## config.mk

```make
export PLATFORM = sky130hd
export DESIGN_NAME = crank_wheel_gen
export DESIGN_NICKNAME = d
export VERILOG_FILES = /design/src/rtl/crank_wheel_gen.sv
export SDC_FILE = /design/constraint.sdc
export NUM_CORES = 1
export LEC_CHECK = 0
export ABC_AREA = 1
export CAP_MARGIN = 25
export CORE_MARGIN = 8
export CORE_UTILIZATION = 50
export CTS_CLUSTER_DIAMETER = 30
export DETAILED_ROUTE_END_ITERATION = 10
export DONT_BUFFER_PORTS = 1
export GPL_TIMING_DRIVEN = 0
export SYNTH_ARGS = -nofsm -noshare
export SYNTH_HDL_FRONTEND = slang
export SYNTH_SLANG_ARGS = --single-unit
```

## constraint.sdc

```tcl
create_clock -name clk -period 3.6 [get_ports clk]
set_clock_uncertainty 0.05 [all_clocks]
set_input_delay 0.72 -clock clk [delete_from_list [all_inputs] [get_ports clk]]
set_output_delay 0.72 -clock clk [all_outputs]
set_load 0.005 [all_outputs]
```

## src/rtl/crank_wheel_gen.sv

```systemverilog
// Missing-tooth crank trigger-wheel generator: one tooth slot per programmed
// period, with tooth index and a once-per-revolution sync pulse.
module crank_wheel_gen #(
  parameter int PCNT_WIDTH    = 24,
  parameter int TCNT_WIDTH    = 6,
  parameter int TEETH_TOTAL   = 60,
  parameter int TEETH_MISSING = 2
) (
  input  logic                  clk,
  input  logic                  rst,
  input  logic                  ena,
  input  logic [PCNT_WIDTH-1:0] period,
  output logic                  cap_out,
  output logic [TCNT_WIDTH-1:0] tooth_out,
  output logic                  rev,
  output logic                  busy
);

  localparam logic [TCNT_WIDTH-1:0] LAST_TOOTH = TCNT_WIDTH'(TEETH_TOTAL - 1);
  localparam logic [TCNT_WIDTH-1:0] FIRST_GAP  = TCNT_WIDTH'(TEETH_TOTAL - TEETH_MISSING);

  typedef enum logic [1:0] {IDLE, HIGH, LOW, GAP} state_t;

  state_t                state;
  logic [PCNT_WIDTH-1:0] pcnt;
  logic [PCNT_WIDTH-1:0] p_q;
  logic [PCNT_WIDTH-1:0] period_clamped;
  logic [PCNT_WIDTH-1:0] high_last;
  logic [PCNT_WIDTH-1:0] slot_last;
  logic [TCNT_WIDTH-1:0] next_tooth;

  // Periods below 2 would leave no room for both a high and a low phase.
  always_comb begin
    period_clamped = (period < PCNT_WIDTH'(2)) ? PCNT_WIDTH'(2) : period;
    high_last      = (p_q >> 1) - PCNT_WIDTH'(1);
    slot_last      = p_q - PCNT_WIDTH'(1);
    next_tooth     = (tooth_out == LAST_TOOTH) ? '0 : tooth_out + TCNT_WIDTH'(1);
  end

  always_ff @(posedge clk or negedge rst) begin
    if (!rst) begin
      state     <= IDLE;
      pcnt      <= '0;
      p_q       <= PCNT_WIDTH'(2);
      cap_out   <= 1'b0;
      tooth_out <= '0;
      rev       <= 1'b0;
      busy      <= 1'b0;
    end else begin
      rev <= 1'b0;
      case (state)
        IDLE: begin
          if (ena) begin
            state     <= HIGH;
            tooth_out <= '0;
            pcnt      <= '0;
            p_q       <= period_clamped;
            cap_out   <= 1'b1;
            rev       <= 1'b1;
            busy      <= 1'b1;
          end
        end
        HIGH: begin
          pcnt <= pcnt + PCNT_WIDTH'(1);
          if (pcnt == high_last) begin
            state   <= LOW;
            cap_out <= 1'b0;
          end
        end
        LOW, GAP: begin
          if (pcnt != slot_last) begin
            pcnt <= pcnt + PCNT_WIDTH'(1);
          end else if (!ena) begin
            // tooth_out is deliberately held so the stopping slot stays visible.
            state   <= IDLE;
            pcnt    <= '0;
            cap_out <= 1'b0;
            busy    <= 1'b0;
          end else begin
            pcnt      <= '0;
            p_q       <= period_clamped;
            tooth_out <= next_tooth;
            if (next_tooth == '0) begin
              state   <= HIGH;
              cap_out <= 1'b1;
              rev     <= 1'b1;
            end else if (next_tooth >= FIRST_GAP) begin
              state   <= GAP;
              cap_out <= 1'b0;
            end else begin
              state   <= HIGH;
              cap_out <= 1'b1;
            end
          end
        end
        default: state <= IDLE;
      endcase
    end
  end

endmodule
```

Yosys cells after proc, flatten, opt, wreduce, memory -nomap -nowiden
Cells that the tools add are included.
Widths: inputs -> output; s select.
- reductions and logical operators: 8
- muxes and demuxes: 34
- equal/unequal tests: 11
- order comparisons: 2
- add/sub/neg operators: 4
- operators with widths (cell ; count):
    $mux 24 ; 5
    $pmux 24 s3 ; 1
    $pmux 24 s2 ; 1
    $add 24x1->24 const B ; 1
    $eq 24x24->1 ; 1
    $lt 24x2->1 const B ; 1
    $mux 6 ; 4
    $ne 24x24->1 ; 1
    $sub 23x1->24 const B ; 1
    $sub 24x1->24 const B ; 1
    $mux 1 ; 12
    $mux 2 ; 6
    $pmux 6 s2 ; 1
    $ne 2x2->1 const B ; 5
    $reduce_and 4->1 ; 2
    $add 6x1->6 const B ; 1
    $eq 6x6->1 const B ; 1
    $ge 6x6->1 const B ; 1
    $logic_not 6->1 ; 1
    $pmux 2 s3 ; 1
    $eq 2x2->1 const B ; 2
    $pmux 1 s2 ; 2
    $pmux 1 s3 ; 1
    $reduce_and 3->1 ; 1
    other kinds (5) ; 5
- register bits after elaboration: 59
- bits of input ports: 27
- output and inout port bits: 9

Depth between registers and ports, before layout
- word-level depth: 8
- depth in mapped cells: 21

Worst setup path after synthesis
OpenSTA, ideal clock, no wires.
- path kind: reg2reg
- start point: reg p_q[2]
- end point: reg pcnt[15]
- setup slack: 1239 ps
- arrival: 2190 ps
- buffers on the path: 2
- period minus slack after synthesis: 2361 ps
- cell stages (with the launch flop): 22
- required time: 3429 ps
- cells stage by stage: dfrtp_1 > inv_1 > ha_1 > inv_1 > nor2_1 > nand2_1 > nor2_4 > nand2_1 > nand2_1 > nand2_1 > nor2_1 > nand2_1 > inv_1 > nand2_1 > nor2_1 > nand3_1 > nand2_1 > buf_6 > nand2_2 > nor2_4 > buf_6 > nor2_2
- cells in the longest elaborated chain, start to end: 4
- ends and longest elaborated chain (element ; line ; source):
    from (decl) ; 26 ; logic [PCNT_WIDTH-1:0] p_q;
    from (signal assigned) ; 57 ; p_q <= period_clamped;
    from (signal assigned) ; 81 ; p_q <= period_clamped;
    $sub 24x1->24 ; 36 ; slot_last = p_q - PCNT_WIDTH'(1);
    $ne 24x24->1 ; 71 ; if (pcnt != slot_last) begin
    $mux 24 ; 71 ;
    $pmux 24 s3 ; 51 ; case (state)
    to (signal assigned) ; 64 ; pcnt <= pcnt + PCNT_WIDTH'(1);
    to (signal assigned) ; 72 ; pcnt <= pcnt + PCNT_WIDTH'(1);
    to (decl) ; 25 ; logic [PCNT_WIDTH-1:0] pcnt;
No other way between the ends.
A chain may end at the register's enable or synchronous reset.

Final worst setup path
- start point: reg p_q[2]
- end point: reg pcnt[19]
Same word-level chain as after synthesis.

==> out/summary.txt <==
Status: finished clean
Startpoint type of the worst setup path: flip-flop
Footprint of the multi-input gates: 3000 µm²
Core Rows: 36
Number of buffers added on ports: 0
Via/cell ratio: 5.18
Die width: 116 µm
RSZ-0062 raised after global routing: false
Arrival @ worst endpoint: 3.12 ns
Synth area leaders: dfrtp_1 29%, nand2_1 20%, inv_1 7.1%
CTS Hold Buffers Added: 1
Worst-path cell chain: inv_1, ha_1, inv_1, nor2_1, nand2_1, nor2_4, nand2_1, nand2_1, nand2_1, nor2_1, nand2_1, inv_1, nand2_1, nor2_1, nand3_1, nand2_1, buf_6, nand2_2, nor2_4, buf_6, nor2_2
Remaining DRCs: 0
Total of max-cap violations: 0
Grt met3 use: 4.01%
Cell leakage power: 3.09 nW
Critical R2R Launch: p_q[2]
# fillers: 981
Worst Tran Pin Value: 0.974 ns
Worst reg2reg endpoint: pcnt[19]
Chip height: 116 µm
Seq/Total Area, Yosys: 29.6%
Global-route wire length before repair: 22700 µm
Final Cell Area: 5420 µm²
Most used cells in the layout excluding fill and tap cells: 266 x nand2_1, 95 x inv_1, 83 x nor2_1
IO Pins: 36
Total power: 1.65 mW
Critical path capture point type: flip-flop
Total grt overflow: 0
CP max stage cell: dfrtp_1
Setup crit end: pcnt[19]
TNS Setup: 0 ns
Slew Limit Fails: 0
Syn Std Cell Area: 4990 µm²
Area after DPL: 5160 µm²
Gpl congestion: 0.915
Starting Density: 51.3%
Starting DRT DRC Count: 374
CP Launch Point: p_q[2]
Yosys warns: 0
Register area: 1480 µm²
Core footprint: 9730 µm²
Fmax: 342 MHz
Worst path max stage delay: 0.44 ns
Maximum clock path buffer count: 2
# Post-CTS Setup Buffers: 0
Final Hold Fails: 0
Final WL: 13800 µm
Cell repeated most along the worst path: nand2_1
Post-cts sizing count: 0
Post-synth net total: 809
Area growth syn-to-layout: 8.44%
Largest area contributor in the netlist: dfrtp_1
Total track usage: 22.0%
Share of cells above drive strength 1: 8.70%
Final-report setup violation count: 0
R2R Setup Slk: 0.67 ns
Cells after synthesis: 776
Routed vias: 4799
H-tree depth: 3
Max-slew headroom: 34.8%
Die area: 13400 µm²
Vias in the first global route: 4523
Crit share post-route: 81.3%
Post-DP HPWL: 10800 µm
Worst-skew pair later-pin latency: 0.36 ns
ANT cells: 0
Post-synth top area share: 29.1%
Largest net degree at the start of global routing: 59
GRT busiest layer: met2
CTS tree: built
Sink Count: 59
Nets: 821
Setup Crit Path Kind: flip-flop to flip-flop
Peak VDD IR: 0.190 mV
Grt met1 use: 29.7%
Wire per inst: 14.9 µm
TritonCTS buffer count: 9
WP data required: 3.79 ns
Worst-path clk slew: 0.07 ns
Commonest non-fill, non-tap cell in the layout: nand2_1
Routed Antenna Nets: 0
CP Max Fanout: 10
Synth Area per Inst: 6.44 µm²
Clk root buf: clkbuf_8
Power Dens Cells: 304 nW/µm²
Tmin final: 2.93 ns
Register-to-Register Path Depth: 21
First-pass detailed-route iteration total: 5
Initial antenna violation count: 0
Worst hold path class: input pin to async pin
Final Util: 55.7%
FF+latch count, synth: 59
Grt met2 use: 33.6%
Distinct cell type count after synthesis: 29
[how the worst min path moves through the flow]
stage,from,to,slack (ns)
floorplan,rst,busy,0.37
global placement,rst,pcnt[7],0.38
detailed placement,rst,pcnt[7],0.38
CTS,rst,p_q[1],0.14
global route,rst,p_q[1],0.13
finish,rst,p_q[1],0.15
[power by group]
group | total [mW] | switching [mW] | internal (mW) | leakage (nW)
clock network | 0.715 | 0.289 | 0.427 | 0.113
logic | 0.224 | 0.139 | 0.0852 | 2.22
registers | 0.707 | 0.0186 | 0.688 | 0.753
[cell type report]
cell class | instances | area share (%)
multi-input cells | 594 | 55.3
well taps | 133 | 3.07
inverters | 95 | 6.58
plain buffers | 28 | 3.03
clock buffers | 12 | 2.86
repair buffers | 1 | 0.508
clock inverters | 4 | 1.34
flip-flops and latches | 59 | 27.3
[kinds of logic (layout without fill, tap and decap cells)]
logic type	count (synthesis)	count (layout)	synth area share (%)
simple gates	512	512	46.1
compound gates	19	19	2.08
flops	59	59	29.6
buf+inv	123	140	10.4
xor+xnor	57	57	10.3
fa+ha+maj	6	6	1.50
[flip-flops by register name, indices dropped and copies added (netlist names)]
signal and count:
pcnt 24, rev 1, busy 1, p_q 24, tooth_out 6, cap_out 1
state 2
[Yosys cell counts (all sizes together)]
master  number
xnor3        1
xnor2       21
nand4       45
nand2      271
nor4         5
inv         95
nor3b        1
dfstp        1
nor2       114
xor2        35
nor3        13
o21bai       3
o21ai       11
buf         14
o22ai        1
clkbuf      14
ha           6
a21oi        4
nand3       57
nand3b       5
dfrtp       58
or2          1
[critical path, delay by kind of cell, from the launching register on]
kind          cells  cell delay [ns]
fa+ha+maj         1             0.30
flops             1             0.44
simple gates     15             1.45
buf+inv           5             0.56
[stage by stage]
stage | cells | worst slack, ns | hold WS [ns]
6_report | 926 | 0.672 | 0.152
2_1_floorplan | 776 | 1.24 | 0.374
3_3_place_gp | 909 | 0.651 | 0.376
4_1_cts | 926 | 0.653 | 0.135
3_5_place_dp | 909 | 0.683 | 0.376
5_1_grt | 926 | 0.344 | 0.132
[metal layers]
| metal | wire length [µm] | vias to the layer above | share of wire (%) |
|---|---|---|---|
| met2 | 5980 | 139 | 43 |
| met3 | 1020 | 22 | 7.4 |
| li1 | - | 2461 | - |
| met1 | 6430 | 2177 | 47 |
| met4 | 350 | 0 | 2.5 |
| met5 | 0 | - | 0 |
Power figures use the tool's default switching activity.
